File: src/rtl/video_capture_pkg.sv
// Shared definitions for the 640x480 video path: standard timing constants,
// capture FSM states and the RGB-to-palette packing that pairs with the generator's expansion.
package video_capture_pkg;

    localparam int H_VISIBLE_STD = 640;
    localparam int H_FRONT_PORCH = 16;
    localparam int H_SYNC_WIDTH  = 96;
    localparam int H_BACK_PORCH  = 48;
    localparam int H_TOTAL       = H_VISIBLE_STD + H_FRONT_PORCH + H_SYNC_WIDTH + H_BACK_PORCH;

    localparam int V_VISIBLE_STD = 480;
    localparam int V_FRONT_PORCH = 10;
    localparam int V_SYNC_WIDTH  = 2;
    localparam int V_BACK_PORCH  = 33;
    localparam int V_TOTAL       = V_VISIBLE_STD + V_FRONT_PORCH + V_SYNC_WIDTH + V_BACK_PORCH;

    // Bit positions of the timing signals inside the edge detector's vector
    localparam int TIM_HBLANK = 0;
    localparam int TIM_VBLANK = 1;
    localparam int TIM_HSYNC  = 2;
    localparam int TIM_VSYNC  = 3;

    typedef enum logic [1:0] {
        ST_SEARCH  = 2'd0,
        ST_CAPTURE = 2'd1,
        ST_BLANK   = 2'd2
    } capture_state_t;

    // Black stays 0; any other colour that truncates to 0 is nudged to 1 so it is not mistaken for black.
    function automatic logic [7:0] pack_palette(input logic [7:0] r, input logic [7:0] g,
                                                input logic [7:0] b);
        logic [7:0] packed_value;
        packed_value = {r[7:4], g[7:4]};
        if ((r | g | b) == 8'd0) begin
            return 8'd0;
        end
        if (packed_value == 8'd0) begin
            return 8'd1;
        end
        return packed_value;
    endfunction

endpackage

File: src/rtl/video_edge_detect.sv
// Pixel-qualified sampling of the four timing inputs with rise/fall pulses.
// Pulses are valid only in the cycle after a qualified sample (strobe high).
module video_edge_detect (
    input  logic       clk,
    input  logic       reset_n,
    input  logic       ce_pix,
    input  logic [3:0] timing,
    output logic [3:0] level,
    output logic [3:0] rise,
    output logic [3:0] fall,
    output logic       strobe
);

    logic [3:0] prev_reg;

    always_ff @(posedge clk or negedge reset_n) begin
        if (!reset_n) begin
            level    <= '0;
            prev_reg <= '0;
            strobe   <= 1'b0;
        end else begin
            strobe <= ce_pix;
            if (ce_pix) begin
                level    <= timing;
                prev_reg <= level;
            end
        end
    end

    genvar gi;
    generate
        for (gi = 0; gi < 4; gi++) begin : g_edge
            assign rise[gi] = strobe & level[gi] & ~prev_reg[gi];
            assign fall[gi] = strobe & ~level[gi] & prev_reg[gi];
        end
    endgenerate

endmodule

File: src/rtl/video_capture.sv
// Video receive path: measures frame geometry, packs active pixels to palette
// indices for a framebuffer write port, and tracks lock and frame statistics.
module video_capture #(
    parameter int H_VISIBLE   = 640,
    parameter int V_VISIBLE   = 480,
    parameter int ADDR_W      = 19,
    parameter int LOCK_FRAMES = 2
) (
    input  logic              clk,
    input  logic              reset_n,
    input  logic              ce_pix,
    input  logic              HBlank,
    input  logic              VBlank,
    input  logic              HSync,
    input  logic              VSync,
    input  logic [7:0]        videor,
    input  logic [7:0]        videog,
    input  logic [7:0]        videob,
    output logic [ADDR_W-1:0] writeAddress,
    output logic [7:0]        writeValue,
    output logic              writeEnable,
    output logic              locked,
    output logic [15:0]       frameCount,
    output logic [9:0]        lineLength,
    output logic [9:0]        lineCount,
    output logic              overflow
);

    import video_capture_pkg::*;

    localparam int GOOD_W = $clog2(LOCK_FRAMES + 1);
    localparam logic [ADDR_W:0] FRAME_END = (ADDR_W + 1)'(H_VISIBLE * V_VISIBLE);
    localparam logic [9:0] CNT_MAX = 10'h3FF;

    logic [3:0] level;
    logic [3:0] rise;
    logic [3:0] fall;
    logic       strobe;

    video_edge_detect u_edge (
        .clk    (clk),
        .reset_n(reset_n),
        .ce_pix (ce_pix),
        .timing ({VSync, HSync, VBlank, HBlank}),
        .level  (level),
        .rise   (rise),
        .fall   (fall),
        .strobe (strobe)
    );

    logic unused_timing;
    assign unused_timing = ^{level[TIM_VSYNC], level[TIM_HSYNC], rise[TIM_HSYNC],
                             fall[TIM_HSYNC], fall[TIM_VSYNC], fall[TIM_HBLANK]};

    logic [7:0]        r_reg, g_reg, b_reg;
    capture_state_t    state_reg;
    logic [ADDR_W:0]   addr_reg;
    logic [9:0]        pix_cnt_reg;
    logic [9:0]        line_cnt_reg;
    logic              vsync_seen_reg;
    logic [GOOD_W-1:0] good_cnt_reg;

    logic              active, restart, frame_check, frame_good, do_pixel, addr_full;
    logic [ADDR_W:0]   cur_addr;
    logic [9:0]        cur_pix;
    logic [GOOD_W-1:0] good_next;

    // A VBlank fall restarts capture from any state; the sample carrying it may already be pixel 0.
    always_comb begin
        active      = ~level[TIM_HBLANK] & ~level[TIM_VBLANK];
        restart     = fall[TIM_VBLANK];
        frame_check = restart && (state_reg != ST_SEARCH);
        frame_good  = (state_reg == ST_BLANK) && (line_cnt_reg == 10'(V_VISIBLE)) &&
                      (lineLength == 10'(H_VISIBLE)) && vsync_seen_reg;
        if (!frame_good) begin
            good_next = '0;
        end else if (good_cnt_reg == GOOD_W'(LOCK_FRAMES)) begin
            good_next = good_cnt_reg;
        end else begin
            good_next = good_cnt_reg + 1'b1;
        end
        cur_addr  = restart ? '0 : addr_reg;
        cur_pix   = restart ? '0 : pix_cnt_reg;
        do_pixel  = strobe && active && (restart || (state_reg == ST_CAPTURE));
        addr_full = (cur_addr >= FRAME_END);
    end

    always_ff @(posedge clk or negedge reset_n) begin
        if (!reset_n) begin
            r_reg          <= '0;
            g_reg          <= '0;
            b_reg          <= '0;
            state_reg      <= ST_SEARCH;
            addr_reg       <= '0;
            pix_cnt_reg    <= '0;
            line_cnt_reg   <= '0;
            vsync_seen_reg <= 1'b0;
            good_cnt_reg   <= '0;
            writeAddress   <= '0;
            writeValue     <= '0;
            writeEnable    <= 1'b0;
            locked         <= 1'b0;
            frameCount     <= '0;
            lineLength     <= '0;
            lineCount      <= '0;
            overflow       <= 1'b0;
        end else begin
            writeEnable <= 1'b0;
            if (ce_pix) begin
                r_reg <= videor;
                g_reg <= videog;
                b_reg <= videob;
            end
            if (strobe) begin
                case (state_reg)
                    ST_CAPTURE: begin
                        // Line accounting precedes the move to BLANK when both edges coincide
                        if (rise[TIM_HBLANK]) begin
                            lineLength  <= pix_cnt_reg;
                            pix_cnt_reg <= '0;
                            if (pix_cnt_reg != '0 && line_cnt_reg != CNT_MAX) begin
                                line_cnt_reg <= line_cnt_reg + 1'b1;
                            end
                        end
                        if (rise[TIM_VBLANK]) begin
                            state_reg <= ST_BLANK;
                        end
                    end
                    ST_BLANK: begin
                        if (rise[TIM_VSYNC]) begin
                            vsync_seen_reg <= 1'b1;
                        end
                    end
                    default: ;
                endcase

                if (frame_check) begin
                    good_cnt_reg <= good_next;
                    locked       <= (good_next == GOOD_W'(LOCK_FRAMES));
                    frameCount   <= frameCount + 16'd1;
                    lineCount    <= line_cnt_reg;
                end

                if (restart) begin
                    state_reg      <= ST_CAPTURE;
                    addr_reg       <= '0;
                    pix_cnt_reg    <= '0;
                    line_cnt_reg   <= '0;
                    vsync_seen_reg <= 1'b0;
                end

                if (do_pixel) begin
                    pix_cnt_reg <= (cur_pix == CNT_MAX) ? cur_pix : cur_pix + 1'b1;
                    if (addr_full) begin
                        overflow <= 1'b1;
                    end else begin
                        writeEnable  <= 1'b1;
                        writeAddress <= cur_addr[ADDR_W-1:0];
                        writeValue   <= pack_palette(r_reg, g_reg, b_reg);
                        addr_reg     <= cur_addr + 1'b1;
                    end
                end
            end
        end
    end

endmodule
File: config.mk
export PLATFORM = sky130hd
export DESIGN_NAME = video_capture
export DESIGN_NICKNAME = d
export VERILOG_FILES = /design/src/rtl/video_capture_pkg.sv /design/src/rtl/video_edge_detect.sv /design/src/rtl/video_capture.sv
export SDC_FILE = /design/constraint.sdc
export NUM_CORES = 1
export LEC_CHECK = 0
export CAP_MARGIN = 0
export CORE_MARGIN = 1.5
export CORE_UTILIZATION = 53
export CTS_CLUSTER_DIAMETER = 150
export CTS_CLUSTER_SIZE = 16
export DETAILED_ROUTE_END_ITERATION = 10
export PLACE_DENSITY = 0.88
export SLEW_MARGIN = 20
export SYNTH_ARGS = -nofsm -noshare
export SYNTH_HDL_FRONTEND = slang
export SYNTH_SLANG_ARGS = --single-unit
File: constraint.sdc
create_clock -name clk -period 7.8 [get_ports clk]
set_input_delay 1.17 -clock clk [delete_from_list [all_inputs] [get_ports clk]]
set_output_delay 1.17 -clock clk [all_outputs]
set_load 0.02 [all_outputs]
# --- Word-level counts from Yosys, hierarchy flattened ---
# Index checks and enable logic that the tools add are counted.
totals:
  reg_bits: 144
  inputBits: 31
  word_cells: 116
op_classes:
  add_sub_neg: 5
  order_cmp: 1
  eq_ne: 8
  muxes: 37
  n_bitwise: 17
  n_reduce_logical: 28
ops:
  columns: ["cell", "n"]
  rows:
  - ["10-bit 2-to-1 mux", 10]
  - ["20-bit 2-to-1 mux", 3]
  - ["8-bit 2-to-1 mux", 4]
  - ["10-bit by 1-bit adder with 10-bit output (second input constant)", 2]
  - ["20-bit by 1-bit adder with 20-bit output (second input constant)", 1]
  - ["10-bit equality test (second input constant)", 2]
  - ["20-bit by 19-bit greater-or-equal comparator with 1-bit output (second input constant)", 1]
  - ["3-bit AND reduction", 6]
  - ["16-bit by 1-bit adder with 16-bit output (second input constant)", 1]
  - ["8-bit zero test", 2]
  - ["8-bit OR", 2]
  - ["1-bit 2-to-1 mux", 15]
  - ["2-bit nonzero test", 7]
  - ["10-bit by 9-bit equality test with 1-bit output (second input constant)", 1]
  - ["2-bit 2-to-1 mux", 5]
  - ["10-bit != test (second input constant)", 1]
  - ["10-bit nonzero test", 1]
  - ["1-bit bitwise AND", 9]
  - ["1-bit logical AND", 7]
  - ["2-bit equality test (second input constant)", 3]
  - ["1-bit inverter", 6]
  - ["3-bit nonzero test", 2]
  - ["4-bit AND reduction", 1]
  - ["2-bit by 1-bit adder with 2-bit output (second input constant)", 1]
  - ["other kinds (3)", 3]

# --- Depth between registers and ports, before layout ---
# Gate-level depths: netlist of the first run.
logic_depth:
  ltp_word: 14
  mapped_depth: 11
  ltp_nobuf: 9

# --- Modules after synthesis ---
# A second synthesis of the first run with hierarchy kept.
unflattened:
  hier_cells: 616
  area_unflattened_um2: 6526.3
by_module_without_submodules:
  columns: ["module", "n_inst", "cells_each", "area_each_um2", "seq_area_each_um2"]
  rows:
  - ["video_capture", 1, 590, 6099.6, 3378.2]
  - ["video_edge_detect", 1, 26, 426.7, 225.2]

# --- Worst setup path before layout of the first run ---
# OpenSTA, ideal clock, no wires.
synth_timing:
  path_type: "register -> register"
  start: "register u_edge.strobe"
  end: "register pix_cnt_reg[2]"
  setup_time_ns: 0.125
  t_arrival_ns: 2.487
  required_ns: 7.675
  slack_ns: 5.188
  path_stages_with_launch: 11
  synth_period_minus_slack_ns: 2.612
  cell_sequence: "dfrtp_1 buf_2 nand3b_4 clkbuf_1 and2_1 ha_1 nand3_1 nor3_1 a31oi_1 nand2_1 mux2_2"
synth_via:
  elab_chain_cells: 6
synth_rtl:
  columns: ["item", "line_no", "text"]
  rows:
  - ["start: declaration", "video_edge_detect.sv:11", "output logic strobe"]
  - ["start signal: assignment", "video_edge_detect.sv:22", "strobe <= ce_pix;"]
  - ["1-bit bitwise AND (2 in series)", "video_edge_detect.sv:34", "assign fall[gi] = strobe & ~level[gi] & prev_reg[gi];"]
  - ["10-bit 2-to-1 mux / 1-bit logical OR (equally long branches)", "video_capture.sv:83, video_capture.sv:84", null]
  - ["10-bit by 1-bit adder with 10-bit output (tied with other cells)", "video_capture.sv:153", "pix_cnt_reg <= (cur_pix == CNT_MAX) ? cur_pix : cur_pix + 1'b1;"]
  - ["10-bit 2-to-1 mux / 3-bit nonzero test (equally long branches)", null, null]
  - ["10-bit 2-to-1 mux / 3-bit AND reduction (equally long branches)", null, null]
  - ["end signal: assignment", "video_capture.sv:153", null]
  - ["end: declaration", "video_capture.sv:58", "logic [9:0] pix_cnt_reg;"]
# Parallel ways exist; a longest one is shown, timed or not.
# A chain may end at the register's enable or synchronous reset.

# --- Worst setup path in the final report of the first run ---
# Same ends and word-level chain as after synthesis.

==> out/qor.yml, run 1 <==
grt:
  use_met2_pct: 41.6
  grt_use_met1_pct: 29.4
  antenna_found_initial: 0
  grt_pass1_vias: 5197
  top_usage_layer: "met2"
  grt_start_max_net_pins: 83
  met3_usage_pct: 5.89
  grt_usage_pct: 24.3
  grt_overflow: 0
  grt_pass1_wl_mm: 24.6
layout:
  diodes: 0
  multi_input_area_um2: 2630
  regArea_um2: 3550
  final_area_um2: 7910
  syn2layout_area_growth_pct: 24.4
  nets: 749
  drive_gt1_share_pct: 10.3
  largest_reg_flops: 20
  n_fill_cell: 874
route:
  wl_mm: 14.1
  via_per_inst: 5.82
  vias: 5018
  post-route-drc-count: 6
  drtAntennaViolNets: 0
  dr.pass1.iters: 8
  drt_iter0_markers: 350
  wire_per_inst_um: 16.4
timing:
  fin_crit_ps: 3120
  holdWs_ps: 476
  rsz0062_at_grt: "false"
  final_max_slew_viol_count: 0
  setup_viol: 0
  fin_skew_ps: 5.54
  fin_setup_tns_ps: 0
  worst_slew_pin_slew_ps: 1080
  fmax_ghz: 0.320
  finalHoldViolations: 0
  relSlewSlack_pct: 27.7
  period_share_pct: 40.0
pwr:
  comb_power_share_pct: 15.8
  switching_power_w: 0.000504
  p_sw_share_pct: 26.9
  clock_power_share_pct: 37.9
  p_int_w: 0.00137
  power_density_nw_per_um2: 237
  power.share.sequential_pct: 46.3
  max-vdd-ir-drop_mv: 0.198
  p_leak_nw: 3.55
logic_synthesis:
  syn-cell-area_um2: 6350
  synthXorXnorAreaFrac_pct: 3.58
  ys_seq_area_share_pct: 55.9
  synth_top_area_cell: "dfrtp_1"
  ys_warn_count: 0
  synthTopCellsByCount: "143 x nand2_1, 142 x dfrtp_1, 32 x mux2_2, 31 x o21ai_0, 30 x nor2_1"
  synthDistinctLibCells: 57
  ys_ff_latch: 142
  synth_nets: 659
  yosysTopAreaCellShare_pct: 55.9
  synth_ff_type: "dfrtp_1"
  synthTopCellsByArea: "dfrtp_1 56%, nand2_1 8.4%, mux2_2 5.7%"
  yosys.area_share.adder_pct: 1.38
  synth_cells: 621
  synthMuxAreaShare_pct: 6.14
  synth_edf_count: 0
  synth_top_family_by_area: "simple AND/OR/NAND/NOR gates"
  synthSimpleGateAreaFrac_pct: 21.2
  synthMostInstantiatedCell: "nand2_1"
  synthArstFlopShare_pct: 100
  syn_area_per_cell_um2: 10.2
  synth_compound_area_share_pct: 9.04
critical_path:
  crit_type: "register to register"
  worstSetupEndpointType: "register"
  arrival_ps: 3420
  cp.required_ps: 8100
  worstPathMaxFanout: 44
  worstSetupStartpointType: "register"
cts:
  cts_root_buf: "clkbuf_16"
  path_clk_slew_ps: 50
  clock_sinks: 142
  post_cts_buffers: 0
  clk_path_buf_depth: 2
  tritoncts: "built"
  ctsHoldBuffers: 0
  cts_resized: 0
  numCtsBuffers: 17
  htreeDepth: 4
  clk_latency_ps: 420
floorplanning:
  io_pins: 97
  initial_core_util_pct: 54.9
  num_rows: 39
  core_area_um2: 11600
  die_h_um: 112
  floorplan.die_area_um2: 12700
  dieWidth_um: 112
placement:
  hpwl_mm: 9.59
  gp_congestion: 0.891
  io_buffers: 95
  place_area_um2: 7400
flow_run:
  cap_violations: 0
worst_hold_path:
  hp-class: "register to register"
status:
  violations: "design-rule violations"
  outcome: "finished with violations"
[metrics by stage]
stage,util [%],cells,setup slack (ps),power (W)
finish,68.4,862,4680,0.00188
CTS,68.3,862,4740,0.00189
global placement,64.0,835,4870,0.00116
floorplan,-,621,5190,0.00103
global route,68.4,862,4490,0.00196
detailed placement,64.0,835,4740,0.00117
[placed cells by master (no fill, tap or decap), drive strengths merged, types with 2 or more instances in the layout]
cell type / instances
a31o: 4
a41oi: 3
a31oi: 4
nand4: 12
o21a: 2
xor2: 10
nor3: 7
and3b: 2
o21ai: 35
nand2b: 6
ha: 7
mux2: 32
and2: 5
a21oi: 20
nor3b: 2
nor2: 30
a211oi: 4
nand3b: 3
and4b: 2
nand2: 143
dfrtp: 142
buf: 5
inv: 14
nand3: 27
o31ai: 7
or3: 4
nor4: 17
clkinv: 2
and4: 3
a21o: 3
or4: 6
xnor2: 16
clkbuf: 24
and3: 6
mux2i: 3
clkdlybuf4s50: 94
[metal layers]
metal	part of all wire, %	wire length, um	vias up
li1	-	-	2343
met2	50	7120	184
met3	6.9	974	26
met5	0	0	-
met1	41	5740	2465
met4	1.9	275	0
[worst paths after layout]
| path | to | slack, ps | start | cells past startpoint |
|---|---|---|---|---|
| max in group asynchronous | writeAddress[3] | 5980 | reset_n | 2 |
| worst max-delay path | pix_cnt_reg[2] | 4680 | u_edge.strobe | 8 |
| worst min register to register | lineCount[3] | 480 | lineCount[3] | 2 |
| worst max register to register | pix_cnt_reg[2] | 4680 | u_edge.strobe | 8 |
| worst min-delay path | lineCount[3] | 480 | lineCount[3] | 2 |
| min in group asynchronous | frameCount[6] | 720 | reset_n | 1 |
[critical path, stage by stage (launching register included)]
cell,delay (ps)
dfrtp_1,530
nand3b_4,480
and2_1,250
ha_1,240
nand3_1,90
nor3_1,680
a31oi_1,250
nand2_1,130
mux2_2,340
[cell type report]
type / count / area share, %
Clock inverter: 3 / 0.506
Multi-Input combinational cell: 437 / 33.3
Tap cell: 143 / 2.26
Timing Repair Buffer: 99 / 12.5
Clock buffer: 24 / 5.84
Sequential cell: 142 / 45.0
Inverter: 14 / 0.665
[kinds of logic after synthesis]
family,after synthesis
flops,142
xor+xnor,26
simple gates,278
mux,35
compound gates,91
buf+inv,42
fa+ha+maj,7
[power by group through the flow]
| stage | Clock, W | Sequential (W) | Combinational, W |
|---|---|---|---|
| after floorplan | 0 | 0.000903 | 0.000125 |
| after global placement | 0 | 0.000874 | 0.000284 |
| after detailed placement | 0 | 0.000878 | 0.000297 |
| after CTS | 0.000722 | 0.000868 | 0.000300 |
| after global routing | 0.000749 | 0.000880 | 0.000326 |
| final | 0.000712 | 0.000868 | 0.000297 |
Note: power is estimated with default switching activity, not from simulation.
==> inputs of run 2 (changes only) <==
==> constraint.sdc (replaced) <==
create_clock -name clk -period 2.95 [get_ports clk]
set_input_delay 0.4425 -clock clk [delete_from_list [all_inputs] [get_ports clk]]
set_output_delay 0.4425 -clock clk [all_outputs]
set_load 0.02 [all_outputs]
==> out/qor.yml, run 2 (synthesis results as in run 1) <==
critical_path:
  reg2regPathDepth: 8
  crit_chain: "nand3b_4 > nand2_1 > inv_1 > ha_1 > nand3_1 > or4_4 > or3_1 > a21oi_1"
  r2r_start: "u_edge.level[1]"
  cp_num_cells: 8
  reg2reg_to: "addr_reg[16]"
  worstPathMaxFanout: 19
  crit_path_end: "addr_reg[16]"
  cp.required_ps: 3300
  crit_family: "simple AND/OR/NAND/NOR gates"
  crit_type: "register to register"
  reg2reg_slack_ps: 400
  arrival_ps: 2900
  cp_num_buf_inv: 1
  worstSetupEndpointType: "register"
  worstSetupStartpointType: "register"
  slowest_stage: "or4_4"
  slowest_delay_ps: 530
  crit_path_start: "u_edge.level[1]"
timing:
  fmax_ghz: 0.392
  setup_viol: 0
  period_share_pct: 86.5
  finalHoldViolations: 0
  fin_setup_tns_ps: 0
  fin_crit_ps: 2550
  relSlewSlack_pct: 52.1
  fin_skew_ps: 7.56
  finalWorstSetupSlack_ps: 399
  worst_slew_pin_slew_ps: 714
  rsz0062_at_grt: "false"
  final_max_slew_viol_count: 0
placement:
  place_inst: 842
  gp_congestion: 0.895
  io_buffers: 95
  hpwl_mm: 9.97
  post-place-ws_ps: 463
grt:
  antenna_found_initial: 0
  grt_pass1_wl_mm: 24.8
  grt_usage_pct: 24.7
  grt_pass1_vias: 5222
  grt_overflow: 0
  grt_start_max_net_pins: 76
route:
  drtAntennaViolNets: 0
  wl_mm: 14.7
  vias: 5180
  drt_iter0_markers: 438
  dr.pass1.iters: 8
  via_per_inst: 5.93
  wire_per_inst_um: 16.8
  post-route-drc-count: 6
pwr:
  power_density_nw_per_um2: 638
  p_leak_nw: 3.62
  max-vdd-ir-drop_mv: 0.584
layout:
  fin_util_pct: 69.4
  drive_gt1_share_pct: 12.3
  final_common_cell: "nand2_1"
  layout_common_cells: "143 x nand2_1, 142 x dfrtp_1, 94 x clkdlybuf4s50_1"
  diodes: 0
  largest_reg_flops: 20
  syn2layout_area_growth_pct: 26.4
  nets: 756
  fin_cells: 873
flow_run:
  cap_violations: 0
cts:
  clk_path_buf_depth: 2
  clock_sinks: 142
  ctsHoldBuffers: 0
  post_cts_buffers: 0
  tritoncts: "built"
  htreeDepth: 4
  cts_resized: 0
  cts_root_buf: "clkbuf_16"
  path_clk_slew_ps: 60
  clk_latency_ps: 420
  numCtsBuffers: 17
status:
  violations: "design-rule violations"
  outcome: "finished with violations"
floorplanning:
  dieWidth_um: 112
  initial_core_util_pct: 54.9
  floorplan.die_area_um2: 12700
  core_area_um2: 11600
  io_pins: 97
  num_rows: 39
  die_h_um: 112
worst_hold_path:
  hp-class: "input port to async pin"
==> run 2: per-layer routing <==
metal	GRT usage, %	share of wire (%)	vias up	routed length [um]
li1	-	-	2366	-
met1	29.5	41	2542	5980
met2	42.5	50	235	7380
met3	6.70	6.7	37	988
met4	10.4	2.5	0	361
met5	0	0	-	0
==> run 2: how the worst min path moves through the flow <==
stage / startpoint / end / slack (ps) / depth (start not counted)
floorplan: reset_n / addr_reg[0] / 150 / 0
finish: reset_n / frameCount[6] / 8 / 1
detailed placement: lineCount[2] / lineCount[2] / 460 / 2
global route: reset_n / frameCount[6] / 50 / 1
global placement: lineCount[5] / lineCount[5] / 460 / 2
CTS: reset_n / frameCount[5] / 30 / 1
==> run 2: power breakdown <==
| part | total, W | internal (W) | switching (W) |
|---|---|---|---|
| Combinational | 0.000799 | 0.000360 | 0.000439 |
| Sequential | 0.00230 | 0.00213 | 0.000175 |
| Clock | 0.00203 | 0.00126 | 0.000770 |
| Total | 0.00513 | 0.00374 | 0.00138 |
==> run 2: layout make-up <==
type | count | area [um2]
inverters | 14 | 52.6
clock inverters | 7 | 60.1
fillers | 810 | 3530
repair buffers | 106 | 1050
clock buffers | 24 | 502
multi-input cells | 437 | 2640
flip-flops and latches | 142 | 3550
well taps | 143 | 179
==> run 2: per-stage QoR <==
stage | total power (W) | hold slack [ps] | cell area [um2]
final | 0.00513 | 8.27 | 8030
after CTS | 0.00515 | 26.8 | 8030
after global routing | 0.00534 | 51.1 | 8030
after detailed placement | 0.00311 | 462 | 7460
after global placement | 0.00307 | 458 | 7460
after floorplan | 0.00272 | 147 | 6350
==> inputs of run 3 (changes only) <==
--- a/config.mk
+++ b/config.mk
@@ -5,13 +5,14 @@
 export SDC_FILE = /design/constraint.sdc
 export NUM_CORES = 1
 export LEC_CHECK = 0
+export ABC_AREA = 1
 export CAP_MARGIN = 0
 export CORE_MARGIN = 1.5
 export CORE_UTILIZATION = 53
 export CTS_CLUSTER_DIAMETER = 150
 export CTS_CLUSTER_SIZE = 16
 export DETAILED_ROUTE_END_ITERATION = 10
-export PLACE_DENSITY = 0.88
+export PLACE_DENSITY = 0.87
 export SLEW_MARGIN = 20
 export SYNTH_ARGS = -nofsm -noshare
 export SYNTH_HDL_FRONTEND = slang
==> out/qor.yml, run 3 <==
timing:
  finalWorstSetupSlack_ps: 422
  period_share_pct: 85.7
  final_max_slew_viol_count: 0
  fin_crit_ps: 2530
  worst_slew_pin_slew_ps: 535
  relSlewSlack_pct: 64.3
  fmax_ghz: 0.396
  rsz0062_at_grt: "false"
  finalHoldViolations: 0
  fin_setup_tns_ps: 0
  fin_skew_ps: 5.56
  setup_viol: 0
layout:
  drive_gt1_share_pct: 8.94
  diodes: 0
  layout_common_cells: "218 x nand2_1, 142 x dfrtp_1, 94 x clkdlybuf4s50_1"
  final_common_cell: "nand2_1"
  largest_reg_flops: 20
  nets: 898
  syn2layout_area_growth_pct: 25.8
floorplanning:
  core_area_um2: 12200
  num_rows: 40
  die_h_um: 115
  floorplan.die_area_um2: 13300
  initial_core_util_pct: 54.8
  io_pins: 97
  dieWidth_um: 115
critical_path:
  worstSetupEndpointType: "register"
  arrival_ps: 2840
  crit_family: "simple AND/OR/NAND/NOR gates"
  worstSetupStartpointType: "register"
  worstPathMaxFanout: 26
  crit_type: "register to register"
  slowest_delay_ps: 430
  cpMostUsedCell: "nand2_1"
  cp.required_ps: 3270
  crit_chain: "nand3_4 > nand2_1 > inv_1 > ha_1 > nand2_1 > nand3b_1 > nor2_1 > nand4_1 > nor2_1 > nand3_1 > nand2_1 > nand2_1"
  slowest_stage: "dfrtp_1"
  cp_num_buf_inv: 1
cts:
  cts_root_buf: "clkbuf_16"
  numCtsBuffers: 17
  cts_resized: 0
  clk_latency_ps: 420
  clk_path_buf_depth: 2
  clock_sinks: 142
  htreeDepth: 4
  path_clk_slew_ps: 60
  tritoncts: "built"
logic_synthesis:
  ys_ff_latch: 142
  synthArstFlopShare_pct: 100
  yosysTopAreaCellShare_pct: 53.3
  synth_nets: 800
  ys_seq_area_share_pct: 53.3
  synthDistinctLibCells: 39
  ys_warn_count: 0
  synth_edf_count: 0
  synthMostInstantiatedCell: "nand2_1"
  synthTopCellsByArea: "dfrtp_1 53%, nand2_1 12%, inv_1 4.1%"
  synth_ff_type: "dfrtp_1"
  syn-cell-area_um2: 6670
  synthTopCellsByCount: "218 x nand2_1, 142 x dfrtp_1, 73 x inv_1, 49 x nor2_1, 49 x o21ai_0"
  syn_area_per_cell_um2: 8.75
  synth_top_area_cell: "dfrtp_1"
  synth_cells: 762
worst_hold_path:
  hp-class: "register to register"
pwr:
  clock_power_share_pct: 37.8
  p_leak_nw: 3.91
  power.share.sequential_pct: 41.7
  p_sw_share_pct: 29.8
  p_int_w: 0.00400
  switching_power_w: 0.00169
  comb_power_share_pct: 20.5
  power_density_nw_per_um2: 679
  max-vdd-ir-drop_mv: 0.466
route:
  top_layer: "met4"
  wl_mm: 14.6
  met1_length_mm: 6.34
  wire_per_inst_um: 14.1
  wl_met2_mm: 7.45
  drtAntennaViolNets: 0
  vias: 5382
  post-route-drc-count: 0
  via_per_inst: 5.18
  drt_iter0_markers: 350
  route.met3.wl_um: 619
  dr.pass1.iters: 7
placement:
  post-place-ws_ps: 480
  io_buffers: 95
  hpwl_mm: 9.87
  gp_congestion: 0.905
flow_run:
  cap_violations: 0
status:
  outcome: "finished clean"
grt:
  antenna_found_initial: 0
  grt_start_max_net_pins: 61
  grt_pass1_wl_mm: 24.9
  grt_overflow: 0
  grt_pass1_vias: 5387
  grt_usage_pct: 24.0
run 3: final cells by class:
cell class                 count  area [um2]
inverter                      76         288
multi-input combinational    519        2700
fill                         949        3780
timing repair buffer         104        1030
clock inverter                13         169
sequential                   142        3550
clock buffer                  18         429
tap                          168         210
run 3: power by group through the flow:
stage	sequential, W	combinational, W	clock, W
floorplan	0.00253	0.000523	0
global placement	0.00239	0.00112	0
detailed placement	0.00240	0.00116	0
CTS	0.00237	0.00117	0.00218
global route	0.00240	0.00129	0.00226
finish	0.00238	0.00116	0.00215
run 3: what timing repair did:
action	in CTS	in global routing
buffers inserted	0	0
endpoints found under the hold margin	9	0
hold buffers	1	0
run 3: path summary, 6_finish.rpt:
| check | startpoint | to | slack [ps] | cells past startpoint |
|---|---|---|---|---|
| worst max-delay path | u_edge.strobe | addr_reg[16] | 420 | 12 |
| worst min-delay path | lineCount[9] | lineCount[9] | 470 | 2 |
| worst max register to register | u_edge.strobe | addr_reg[16] | 420 | 12 |
| worst min register to register | lineCount[9] | lineCount[9] | 470 | 2 |
| max in group asynchronous | reset_n | lineCount[1] | 1580 | 3 |
| min in group asynchronous | reset_n | frameCount[12] | 560 | 2 |
run 3: cells by family after synthesis:
logic type	after synthesis	synth area share, %
buf+inv	101	6.23
fa+ha+maj	7	1.31
flops	142	53.3
mux	16	2.70
compound gates	89	7.10
xor+xnor	32	4.21
simple gates	375	25.1
run 3: stage by stage:
| stage | area (um2) | util (%) | hold slack, ps | cells | total power, W |
|---|---|---|---|---|---|
| global placement | 7780 | 64.0 | 445 | 1008 | 0.00351 |
| floorplan | 6670 | - | 147 | 762 | 0.00305 |
| detailed placement | 7780 | 64.0 | 449 | 1008 | 0.00357 |
| finish | 8390 | 69.0 | 473 | 1040 | 0.00569 |
| CTS | 8390 | 69.0 | 480 | 1040 | 0.00573 |
| global route | 8390 | 69.0 | 496 | 1040 | 0.00596 |
run 3: worst register-to-register path, cell delays in order, from the launching register on:
cell	delay, ps
dfrtp_1	430
nand3_4	300
nand2_1	190
inv_1	130
ha_1	200
nand2_1	60
nand3b_1	180
nor2_1	230
nand4_1	190
nor2_1	270
nand3_1	110
nand2_1	90
nand2_1	40
run 3: layer usage:
layer	up-vias	global-route usage, %
met1	2569	29.9
met3	21	6.38
met2	124	40.3
li1	2668	-
met4	0	9.30
met5	-	0
